**src/rtl/regfile_wb_arbiter.sv**
```systemverilog
// Round-robin arbiter sharing the register-file write port between ALU and load writeback FIFOs.
// Optional per-requester grant / conflict statistics when WB_STATS_EN is defined.
module regfile_wb_arbiter #(
    parameter int DATA_W     = 32,
    parameter int ADDR_W     = 5,
    parameter int FIFO_DEPTH = 2
) (
    input  logic              clk,
    input  logic              rst_n,
    input  logic              flush,
    input  logic              alu_valid,
    output logic              alu_ready,
    input  logic [ADDR_W-1:0] alu_wr,
    input  logic [DATA_W-1:0] alu_wd,
    input  logic              mem_valid,
    output logic              mem_ready,
    input  logic [ADDR_W-1:0] mem_wr,
    input  logic [DATA_W-1:0] mem_wd,
    output logic              rf_we,
    output logic [ADDR_W-1:0] rf_wr,
    output logic [DATA_W-1:0] rf_wd,
    output logic [31:0]       pend_mask
`ifdef WB_STATS_EN
    ,
    output logic [15:0]       stat_alu_wr,
    output logic [15:0]       stat_mem_wr,
    output logic [15:0]       stat_conflict
`endif
);

    localparam int PTR_W = (FIFO_DEPTH > 1) ? $clog2(FIFO_DEPTH) : 1;
    localparam int CNT_W = $clog2(FIFO_DEPTH + 1);

    typedef enum logic {
        RR_ALU = 1'b0,
        RR_MEM = 1'b1
    } rr_e;

    rr_e rr_q, rr_d;

    logic [ADDR_W-1:0] fifo_wr_q [2][FIFO_DEPTH];
    logic [DATA_W-1:0] fifo_wd_q [2][FIFO_DEPTH];
    logic [CNT_W-1:0]  cnt_q     [2];
    logic [CNT_W-1:0]  cnt_d     [2];
    logic [PTR_W-1:0]  rd_ptr_q  [2];
    logic [PTR_W-1:0]  rd_ptr_d  [2];
    logic [PTR_W-1:0]  wr_ptr_q  [2];
    logic [PTR_W-1:0]  wr_ptr_d  [2];

    logic [1:0]        in_valid;
    logic [ADDR_W-1:0] in_wr [2];
    logic [DATA_W-1:0] in_wd [2];
    logic [1:0]        full;
    logic [1:0]        nonempty;
    logic [1:0]        push;
    logic [1:0]        grant;

    assign in_valid = {mem_valid, alu_valid};
    assign in_wr[0] = alu_wr;
    assign in_wr[1] = mem_wr;
    assign in_wd[0] = alu_wd;
    assign in_wd[1] = mem_wd;

    assign full     = {cnt_q[1] == CNT_W'(FIFO_DEPTH), cnt_q[0] == CNT_W'(FIFO_DEPTH)};
    assign nonempty = {cnt_q[1] != '0, cnt_q[0] != '0};

    // Writes to x0 are acknowledged but dropped; flush also drops a same-edge enqueue.
    assign push[0] = in_valid[0] && !full[0] && (in_wr[0] != '0) && !flush;
    assign push[1] = in_valid[1] && !full[1] && (in_wr[1] != '0) && !flush;

    assign grant[0] = nonempty[0] && (!nonempty[1] || (rr_q == RR_ALU));
    assign grant[1] = nonempty[1] && (!nonempty[0] || (rr_q == RR_MEM));

    assign alu_ready = !full[0] || !rst_n;
    assign mem_ready = !full[1] || !rst_n;

    // NOTE: every always_comb target gets a default first so no path leaves it unassigned (no latch).
    always_comb begin
        rr_d = rr_q;
        if ((&nonempty) && !flush) begin
            rr_d = (rr_q == RR_ALU) ? RR_MEM : RR_ALU;
        end
        for (int r = 0; r < 2; r++) begin
            cnt_d[r]    = cnt_q[r];
            rd_ptr_d[r] = rd_ptr_q[r];
            wr_ptr_d[r] = wr_ptr_q[r];
            if (push[r]) wr_ptr_d[r] = wr_ptr_q[r] + PTR_W'(1);
            if (grant[r]) rd_ptr_d[r] = rd_ptr_q[r] + PTR_W'(1);
            if (push[r] && !grant[r]) cnt_d[r] = cnt_q[r] + CNT_W'(1);
            else if (!push[r] && grant[r]) cnt_d[r] = cnt_q[r] - CNT_W'(1);
            if (flush) begin
                cnt_d[r]    = '0;
                rd_ptr_d[r] = '0;
                wr_ptr_d[r] = '0;
            end
        end
    end

    // NOTE: sequential state uses non-blocking assignments so every register samples pre-edge values.
    always_ff @(posedge clk) begin
        if (!rst_n) begin
            rr_q <= RR_ALU;
            for (int r = 0; r < 2; r++) begin
                cnt_q[r]    <= '0;
                rd_ptr_q[r] <= '0;
                wr_ptr_q[r] <= '0;
            end
        end else begin
            rr_q <= rr_d;
            for (int r = 0; r < 2; r++) begin
                cnt_q[r]    <= cnt_d[r];
                rd_ptr_q[r] <= rd_ptr_d[r];
                wr_ptr_q[r] <= wr_ptr_d[r];
            end
        end
    end

    // NOTE: FIFO storage has no reset; occupancy counters alone decide which slots are valid.
    always_ff @(posedge clk) begin
        for (int r = 0; r < 2; r++) begin
            if (push[r]) begin
                fifo_wr_q[r][wr_ptr_q[r]] <= in_wr[r];
                fifo_wd_q[r][wr_ptr_q[r]] <= in_wd[r];
            end
        end
    end

    always_comb begin
        rf_we = rst_n && (|grant);
        rf_wr = '0;
        rf_wd = '0;
        if (rst_n && grant[1]) begin
            rf_wr = fifo_wr_q[1][rd_ptr_q[1]];
            rf_wd = fifo_wd_q[1][rd_ptr_q[1]];
        end else if (rst_n && grant[0]) begin
            rf_wr = fifo_wr_q[0][rd_ptr_q[0]];
            rf_wd = fifo_wd_q[0][rd_ptr_q[0]];
        end
    end

    // A slot is live when its distance from the read pointer is below the occupancy.
    always_comb begin
        pend_mask = '0;
        if (rst_n) begin
            for (int r = 0; r < 2; r++) begin
                for (int i = 0; i < FIFO_DEPTH; i++) begin
                    if (CNT_W'(PTR_W'(PTR_W'(i) - rd_ptr_q[r])) < cnt_q[r]) begin
                        pend_mask = pend_mask | (32'(1) << fifo_wr_q[r][i]);
                    end
                end
            end
        end
        pend_mask[0] = 1'b0;
    end

`ifdef WB_STATS_EN
    always_ff @(posedge clk) begin
        if (!rst_n) begin
            stat_alu_wr   <= '0;
            stat_mem_wr   <= '0;
            stat_conflict <= '0;
        end else begin
            if (grant[0] && (stat_alu_wr != 16'hFFFF)) stat_alu_wr <= stat_alu_wr + 16'd1;
            if (grant[1] && (stat_mem_wr != 16'hFFFF)) stat_mem_wr <= stat_mem_wr + 16'd1;
            if ((&nonempty) && (stat_conflict != 16'hFFFF)) stat_conflict <= stat_conflict + 16'd1;
        end
    end
`endif

endmodule

```
**config.mk**
```make
export PLATFORM = sky130hd
export DESIGN_NAME = regfile_wb_arbiter
export DESIGN_NICKNAME = d
export VERILOG_FILES = /design/src/rtl/regfile_wb_arbiter.sv
export SDC_FILE = /design/constraint.sdc
export NUM_CORES = 1
export LEC_CHECK = 0
export CORE_ASPECT_RATIO = 0.75
export CORE_UTILIZATION = 40
export DETAILED_ROUTE_END_ITERATION = 6
export PLACE_DENSITY = 0.65
export SYNTH_ARGS = -nofsm -noshare
export SYNTH_HDL_FRONTEND = slang
export SYNTH_SLANG_ARGS = --single-unit
```
**constraint.sdc**
```tcl
create_clock -name clk -period 8.4 [get_ports clk]
set_input_delay 0.84 -clock clk [delete_from_list [all_inputs] [get_ports clk]]
set_output_delay 0.84 -clock clk [all_outputs]
set_load 0.01 [all_outputs]
```
==> results of run 1 <==
metrics by stage:
stage / util (%) / std cells / worst slack, ns / hold WS, ns / total power [mW]
after detailed placement: 50.3 / 871 / 4.25 / 0.578 / 1.17
final: 53.9 / 903 / 4.24 / 0.582 / 1.96
after global routing: 53.9 / 903 / 4.09 / 0.594 / 2.02
after CTS: 53.9 / 903 / 4.26 / 0.588 / 1.97
after global placement: 50.3 / 871 / 4.32 / 0.565 / 1.16
after floorplan: - / 512 / 5.11 / 0.498 / 1.05
power groups by stage:
stage	clock network [mW]	logic (mW)	registers (mW)
final	0.808	0.244	0.909
after global routing	0.849	0.262	0.912
after global placement	0	0.240	0.924
after floorplan	0	0.135	0.912
after CTS	0.820	0.246	0.908
after detailed placement	0	0.244	0.925
sequential cells by signal, indices dropped and copies added (netlist names):
signal,count
fifo_wd_q,128
rr_q,1
rd_ptr_q,2
wr_ptr_q,2
cnt_q,4
fifo_wr_q,20
cells in the final DEF, fill, tap and decap left out, types with 3 or more instances in the layout:
master             n
clkdlybuf4s50_1  149
edfxtp_1         148
o22ai_1           94
mux2i_1           74
o21a_1            29
nor2_1            17
clkbuf_16         17
nand3b_1          15
nor4_1            12
nand2_1            8
or3b_2             7
dfxtp_1            7
xor2_1             6
nand3_1            5
nor2b_4            4
nor2b_1            4
o21ai_2            4
inv_6              4
nand3b_2           3
o41a_1             3
xnor2_1            3
bufinv_16          3
buf_4              3
final timing paths:
| check | to | slack [ns] | cells past startpoint | from |
|---|---|---|---|---|
| worst max-delay path | rf_wr[1] | 4.24 | 5 | rst_n |
| worst min-delay path | wr_ptr_q[0][0]$_SDFFE_PP0N_ | 0.58 | 2 | wr_ptr_q[0][0]$_SDFFE_PP0N_ |
| worst max register to register | fifo_wr_q[0][15]$_DFFE_PP_ | 6.01 | 3 | cnt_q[0][2]$_SDFFE_PP0P_ |
| worst min register to register | wr_ptr_q[0][0]$_SDFFE_PP0N_ | 0.58 | 2 | wr_ptr_q[0][0]$_SDFFE_PP0N_ |
cells by family after synthesis:
group	Yosys count
simple gates	88
compound gates	144
flops	157
xor+xnor	9
other cells	1
mux	74
fa+ha+maj	2
buf+inv	37
layer usage:
metal,vias to the layer above,routed length (um),global-route usage [%]
met3,32,1760,5.68
met4,0,318,6.86
met1,2465,8440,29.0
met2,247,8840,33.1
li1,2348,-,-
met5,-,0,0
cell type report:
cell class | count | share of cell area [%]
Inverter | 2 | 0.0789
Timing Repair Buffer | 152 | 15.9
Clock inverter | 15 | 2.17
Sequential cell | 157 | 48.6
Clock buffer | 17 | 4.47
Multi-Input combinational cell | 318 | 25.5
Tap cell | 242 | 3.18
critical path: cells and delay by family:
family	cells	cell delay, ns
AOI/OAI and AO/OA	1	0.41
buffers and inverters	3	1.46
and+or+nand+nor	1	0.57
==> results_dict.tcl, run 1 <==
set metrics [dict create \
    yosysTopAreaCell "edfxtp_1" \
    ios 151 \
    ys_top_cells_by_count "edfxtp_1 (148), o22ai_1 (94), mux2i_1 (74)" \
    overflow 0 \
    synth_area_per_cell_um2 14.1 \
    leakagePower_nw 2.88 \
    crit_type "input pin to output port" \
    switchingPower_mw 0.474 \
    cellPowerDensity_nw_per_um2 206 \
    sw_frac_of_total_pct 24.2 \
    period_share_pct 49.6 \
    cts_tree "built" \
    place.detailed.hpwl_mm 12.6 \
    max_slew.worst_pin.slew_ns 1.22 \
    hold_viol_final 0 \
    vias_per_cell 5.64 \
    slowest_delay_ns 0.61 \
    muxShareOfSynthArea_pct 10.3 \
    antenna_found_initial 0 \
    cts.clk_slew.worst_paths_ns 0.07 \
    worst-endpoint-required_ns 7.56 \
    finalCriticalPeriod_ns 4.16 \
    io_buffers 149 \
    synth.top_cells.by_area "edfxtp_1 (62%), mux2i_1 (10%), o22ai_1 (8.1%)" \
    multi_input_area_um2 2430 \
    wirelength_mm 19.4 \
    syn_area_um2 7220 \
    ant_nets 0 \
    grt_setup_unrepaired "false" \
    die_w_um 157 \
    area_growth_pct 31.8 \
    drv_slew 0 \
    yosysSeqAreaShare_pct 64.1 \
    drtIter0Drc 342 \
    synth-simple-area-share_pct 7.66 \
    maxCapViolCount 0 \
    htreeDepth 4 \
    drive_above_1_share_pct 9.38 \
    start_util_pct 40.9 \
    drtPass1Iterations 5 \
    hold_buffers 0 \
    grt_use_total_pct 21.3 \
    synth_fa_ha_area_share_pct 0.347 \
    setup_viol 0 \
    synth_top_area_share_pct 61.6 \
    relSlewSlack_pct 18.7 \
    syn_inst 512 \
    crit_chain "clkdlybuf4s50_1, buf_4, nand2_2, o22ai_1, clkdlybuf4s50_1" \
    start_kind "input pin" \
    fillers 1492 \
    synth_edf_count 148 \
    comb_power_share_pct 12.5 \
    synth_ff_type "edfxtp_1" \
    gp_congestion 0.936 \
    vias 5092 \
    clock_latency_ns 0.42 \
    routedWlPerCell_um 21.4 \
    cts_sinks 157 \
    drc 0 \
    hold_class "flop to flop" \
    cp-end-kind "output port" \
    pwr-share-clk_pct 41.2 \
    synth_compound_area_share_pct 13.8 \
    rows 42 \
    syn_nets 593 \
    cts_max_path_buffers 2 \
    nets 729 \
    peakVddDrop_v 0.000141 \
    grt_start_max_net_pins 41 \
    postCtsSetupBuffers 0 \
    grt_pass1_vias 5183 \
    cts_buffers 17 \
    path_common_cell "clkdlybuf4s50_1" \
    ys_ff_latch 157 \
    status "finished, final reports clean" \
    cp_slowest_cell "clkdlybuf4s50_1" \
    seq_area_um2 4630 \
    die_height_um 118 \
    die-area_um2 18600 \
    max_freq_ghz 0.240 \
    arrival_ns 3.32 \
    async_flop_share_pct 0 \
    postLayoutCellArea_um2 9510 \
    cts_resized 0 \
    fin_skew_ns 0.0140 \
    core_um2 17700 \
    yosysMostFrequentCell "edfxtp_1" \
    ys_warn_count 0 \
    diodes 0 \
    place_area_um2 8880 \
    critical_path.max_fanout 38 \
    fin_setup_tns_ns 0 \
    synth-xor-area-share_pct 1.09 \
    p_seq_share_pct 46.3 \
    intPower_mw 1.49 \
    grt_pass1_wl_mm 29.5 \
    root_buffer "clkbuf_16" \
    synth.distinct_cells 42 \
    synth_top_family_by_area "compound AO/OA/AOI/OAI gates" \
]
No activity file was read; power rests on OpenSTA's default activity.
==> inputs of run 2 (changes only) <==
==> constraint.sdc (replaced) <==
create_clock -name clk -period 4.1 [get_ports clk]
set_input_delay 0.41 -clock clk [delete_from_list [all_inputs] [get_ports clk]]
set_output_delay 0.41 -clock clk [all_outputs]
set_load 0.01 [all_outputs]
==> run 2 against run 1 <==
  * Hold slack got worse by 0.015 ns
  * Total power increased by 100%
  * Die area did not move
  * Clock skew increased by 0.00086 ns
  * Global-route usage grew 0.45 points
  * Critical endpoint is now rf_wd[20]
  * Largest cell class unchanged
==> results_dict.tcl, run 2 (synthesis gave the netlist of run 1 again) <==
set metrics [dict create \
    status "finished, final reports clean" \
    cts_buffers 17 \
    rr_worst_depth 4 \
    cts.clk_slew.worst_paths_ns 0.07 \
    start_kind "input pin" \
    start_util_pct 40.9 \
    core_um2 17700 \
    maxCapViolCount 0 \
    overflow 0 \
    relSlewSlack_pct 23.7 \
    diodes 0 \
    cts_resized 0 \
    routedWlPerCell_um 21.7 \
    r2r_end "fifo_wd_q[0][126]$_DFFE_PP_" \
    ant_nets 0 \
    hold_class "input pin to flop" \
    gp_congestion 0.933 \
    cp-end-kind "output port" \
    setup_viol 0 \
    max_slew.worst_pin.slew_ns 1.14 \
    fillers 1476 \
    wirelength_mm 19.7 \
    max_freq_ghz 0.280 \
    cts_max_path_buffers 2 \
    clock_latency_ns 0.42 \
    area_growth_pct 31.5 \
    fin_setup_tns_ns 0 \
    io_buffers 149 \
    antenna_found_initial 2 \
    die-area_um2 18600 \
    largest_reg_flops 128 \
    hold_viol_final 0 \
    htreeDepth 4 \
    fin_skew_ns 0.0149 \
    vias 5120 \
    total_power_mw 3.95 \
    layout_commonest_cell "clkdlybuf4s50_1" \
    drv_slew 0 \
    period_share_pct 87.2 \
    r2r-start "cnt_q[0][2]$_SDFFE_PP0P_" \
    crit_type "input pin to output port" \
    cts_sinks 157 \
    endpoint "rf_wd[20]" \
    ios 151 \
    peakVddDrop_v 0.000306 \
    grt_setup_unrepaired "false" \
    drtPass1Iterations 4 \
    finalCriticalPeriod_ns 3.57 \
    final_cell_mix "clkdlybuf4s50_1 (149), edfxtp_1 (148), o22ai_1 (94)" \
    leakagePower_nw 2.88 \
    cts_tree "built" \
    nets 731 \
    arrival_ns 3.16 \
    rrSetupSlack_ns 1.65 \
    setup.worst_path.start "rst_n" \
    hold_buffers 0 \
    die_w_um 157 \
    place.detailed.hpwl_mm 12.9 \
    postCtsSetupBuffers 0 \
    grt_pass1_wl_mm 29.9 \
    die_height_um 118 \
    drtIter0Drc 339 \
    rows 42 \
    critical_path.max_fanout 37 \
    grt_start_max_net_pins 38 \
    grt_pass1_vias 5175 \
    grt_use_total_pct 21.8 \
    vias_per_cell 5.66 \
    worst-endpoint-required_ns 3.69 \
    cellPowerDensity_nw_per_um2 416 \
    drc 0 \
    root_buffer "clkbuf_16" \
    drive_above_1_share_pct 9.80 \
]
## run 2: cell types whose count changed in the layout (fill, tap and decap cells not counted), sizes merged
cell	delta
clkinv	-1
buf	+2
inv	+2
bufinv	-1
## run 2: how the worst min path moves through the flow
stage          slack (ns)                           to                         from  depth (start not counted)
6_report             0.57   fifo_wd_q[0][38]$_DFFE_PP_                    alu_wd[6]                          1
5_1_grt              0.55   fifo_wd_q[0][29]$_DFFE_PP_                   alu_wd[29]                          1
4_1_cts              0.55    fifo_wd_q[0][6]$_DFFE_PP_                    alu_wd[6]                          1
3_5_place_dp         0.57  wr_ptr_q[0][1]$_SDFFE_PP0P_  wr_ptr_q[0][1]$_SDFFE_PP0P_                          2
3_3_place_gp         0.56  wr_ptr_q[0][0]$_SDFFE_PP0N_  wr_ptr_q[0][0]$_SDFFE_PP0N_                          2
2_1_floorplan        0.50  wr_ptr_q[0][0]$_SDFFE_PP0N_  wr_ptr_q[0][0]$_SDFFE_PP0N_                          2
## run 2: area by class of cell
| type | count | area, um^2 | area share, % |
|---|---|---|---|
| Multi-Input combinational cell | 318 | 2430 | 25.6 |
| Sequential cell | 157 | 4630 | 48.7 |
| Inverter | 2 | 7.51 | 0.0791 |
| Clock inverter | 15 | 171 | 1.81 |
| Clock buffer | 17 | 425 | 4.48 |
| Tap cell | 242 | 303 | 3.19 |
| Timing Repair Buffer | 154 | 1530 | 16.1 |
## run 2: routing by layer
metal  global-route usage, %  wire length [um]  up-vias
met4                    6.86               256        2
met5                       0                13        -
met3                    5.90              1740       27
li1                        -                 -     2355
met2                    31.6              8690      246
met1                    31.5              8960     2490
## run 2: power by group
group          internal [mW]  switching (mW)  total (mW)  leakage, nW
Combinational          0.247           0.254       0.501         1.15
Sequential              1.82          0.0442        1.86         1.43
Clock                  0.917           0.669        1.59        0.300
Total                   2.98           0.967        3.95         2.88
## run 2: critical path, cell delays in order
cell             delay [ns]
clkdlybuf4s50_1        0.98
nand2_2                0.68
o22ai_1                0.44
clkdlybuf4s50_1        0.62
## run 2: stage by stage
step	instances	util (%)	cell area [um^2]	hold WS, ns	setup slack, ns
6_report	905	53.8	9490	0.568	0.527
2_1_floorplan	512	-	7220	0.498	1.13
3_5_place_dp	873	50.4	8890	0.568	0.516
3_3_place_gp	873	50.4	8890	0.565	0.580
5_1_grt	905	53.8	9490	0.552	0.418
4_1_cts	905	53.8	9490	0.548	0.500
==> inputs of run 3 (changes only) <==
--- a/config.mk
+++ b/config.mk
@@ -6,6 +6,7 @@
 export NUM_CORES = 1
 export LEC_CHECK = 0
 export CORE_ASPECT_RATIO = 0.75
+export CORE_MARGIN = 8
 export CORE_UTILIZATION = 40
 export DETAILED_ROUTE_END_ITERATION = 6
 export PLACE_DENSITY = 0.65
==> run 3 against run 2 <==
  * Sequential share of layout area is 0.058 points lower
  * First-iteration DRC count is 37% higher
  * Critical path depth up 1
  * Total power grew 0.59%
  * Routed wire length is 6.4% higher
  * Non-clock buffer count is the same
  * Largest cell class unchanged
  * Largest power group unchanged
  * Via count is 0.63% higher
  * Combinational power is 2% higher
  * Final cell count is the same
  * Core utilization rose by 0.064 points
==> results_dict.tcl, run 3 (synthesis gave the netlist of run 1 again) <==
set metrics [dict create \
    status "finished, final reports clean" \
    drive_above_1_share_pct 9.50 \
    hold_viol_final 0 \
    rrSetupSlack_ns 1.72 \
    start_kind "flop" \
    cp-end-kind "output port" \
    relSlewSlack_pct 21.5 \
    cts_tree "built" \
    grt_pass1_wl_mm 31.7 \
    antenna_found_initial 1 \
    cellPowerDensity_nw_per_um2 418 \
    maxCapViolCount 0 \
    overflow 0 \
    cts_buffers 17 \
    max_freq_ghz 0.289 \
    drc 0 \
    fin_setup_tns_ns 0 \
    total_power_mw 3.97 \
    root_buffer "clkbuf_16" \
    critical_path.max_fanout 37 \
    path_buf_inv 1 \
    io_buffers 149 \
    crit_chain "nor2_2, nor2_1, nand2_2, o22ai_1, clkdlybuf4s50_1" \
    grt_setup_unrepaired "false" \
    cts_resized 0 \
    largest_reg_flops 128 \
    grt_start_max_net_pins 38 \
    rr_worst_depth 4 \
    cts_sinks 157 \
    min_from "alu_wd[16]" \
    clock_latency_ns 0.42 \
    r2r-start "cnt_q[0][0]$_SDFFE_PP0P_" \
    setup_viol 0 \
    place.detailed.hpwl_mm 14.1 \
    crit_type "flop to output port" \
    holdWs_ns 0.569 \
    place_area_um2 8890 \
    period_share_pct 84.4 \
    max_slew.worst_pin.slew_ns 1.18 \
    postLayoutCellArea_um2 9500 \
    drv_slew 0 \
    final_cell_mix "clkdlybuf4s50_1 (149), edfxtp_1 (148), o22ai_1 (94)" \
    htreeDepth 4 \
    drtIter0Drc 463 \
    hold_class "input pin to flop" \
    cts.clk_slew.worst_paths_ns 0.06 \
    core_um2 17700 \
    die-area_um2 22600 \
    die_w_um 171 \
    die_height_um 132 \
    fin_skew_ns 0.0104 \
    area_growth_pct 31.6 \
    holdPathEnd "fifo_wd_q[0][16]$_DFFE_PP_" \
    ios 151 \
    pre_cts_slack_ns 1.10 \
    timing.final.ws_setup_ns 0.639 \
    ant_nets 0 \
    hold_buffers 0 \
    finalCriticalPeriod_ns 3.46 \
    grt_pass1_vias 5438 \
    vias_per_cell 5.69 \
    slowest_delay_ns 0.62 \
    layout_commonest_cell "clkdlybuf4s50_1" \
    cpLargestDelayFamily "simple AND/OR/NAND/NOR gates" \
    whs_path_depth 1 \
    cp_slowest_cell "clkdlybuf4s50_1" \
    leakagePower_nw 2.88 \
    vias 5152 \
    postCtsSetupBuffers 0 \
    fillers 1487 \
    grt_use_total_pct 18.4 \
    gp_congestion 0.837 \
    arrival_ns 3.05 \
    start_util_pct 40.9 \
    rows 42 \
    peakVddDrop_v 0.000330 \
    worst-endpoint-required_ns 3.69 \
    r2r_end "fifo_wd_q[0][49]$_DFFE_PP_" \
    routedWlPerCell_um 23.1 \
    diodes 0 \
    nets 731 \
    cts_max_path_buffers 2 \
    wirelength_mm 20.9 \
    drtPass1Iterations 7 \
]
==> run 3: changes by cell type in the layout (fill, tap and decap cells not counted) <==
cell | previous run | this run
clkbuf_8 | 0 | 4
inv_8 | 2 | 0
clkbuf_1 | 0 | 2
clkinv_2 | 4 | 0
clkinvlp_4 | 0 | 1
clkinv_8 | 1 | 0
inv_6 | 6 | 5
clkinv_4 | 0 | 1
==> run 3: layer usage <==
layer  track usage, %  part of all wire, %
met3             6.67                  9.5
met1             24.9                   45
met2             27.1                   44
met5                0                0.048
met4             5.35                  1.5
==> run 3: worst reg2reg max path, stage by stage (launching register included) <==
cell      delay, ns
dfxtp_1        0.50
nand2b_1       0.15
o2111a_1       0.31
nor2b_4        0.71
buf_4          0.40
==> run 3: final cells by class <==
| cell class | instances | area [um^2] | area share (%) |
|---|---|---|---|
| flip-flops and latches | 157 | 4630 | 48.7 |
| multi-input cells | 318 | 2430 | 25.6 |
| inverters | 2 | 7.51 | 0.0790 |
| clock buffers | 23 | 488 | 5.13 |
| repair buffers | 154 | 1530 | 16.1 |
| clock inverters | 9 | 120 | 1.26 |
| well taps | 242 | 303 | 3.19 |
==> run 3: where the power goes <==
part           switching [mW]  internal (mW)  total (mW)
combinational           0.263          0.248       0.510
clock                   0.626          0.974        1.60
sequential             0.0447           1.82        1.86
==> run 3: stage by stage <==
stage,util [%],std cells
final,53.8,905
after global routing,53.8,905
after CTS,53.8,905
after detailed placement,50.4,873
after global placement,50.4,873
after floorplan,-,512
==> run 3: worst max-delay path by stage <==
| stage | start | to | slack (ns) | cells after the start |
|---|---|---|---|---|
| after global placement | rst_n | rf_wd[21] | 1.10 | 4 |
| after detailed placement | rst_n | rf_wd[21] | 1.10 | 4 |
| after floorplan | cnt_q[0][3]$_SDFFE_PP0P_ | fifo_wd_q[0][100]$_DFFE_PP_ | 1.13 | 4 |
| after CTS | cnt_q[0][3]$_SDFFE_PP0P_ | rf_wd[21] | 0.65 | 5 |
| final | cnt_q[0][1]$_SDFFE_PP0P_ | rf_wd[31] | 0.64 | 5 |
| after global routing | cnt_q[0][1]$_SDFFE_PP0P_ | rf_wr[2] | 0.49 | 5 |
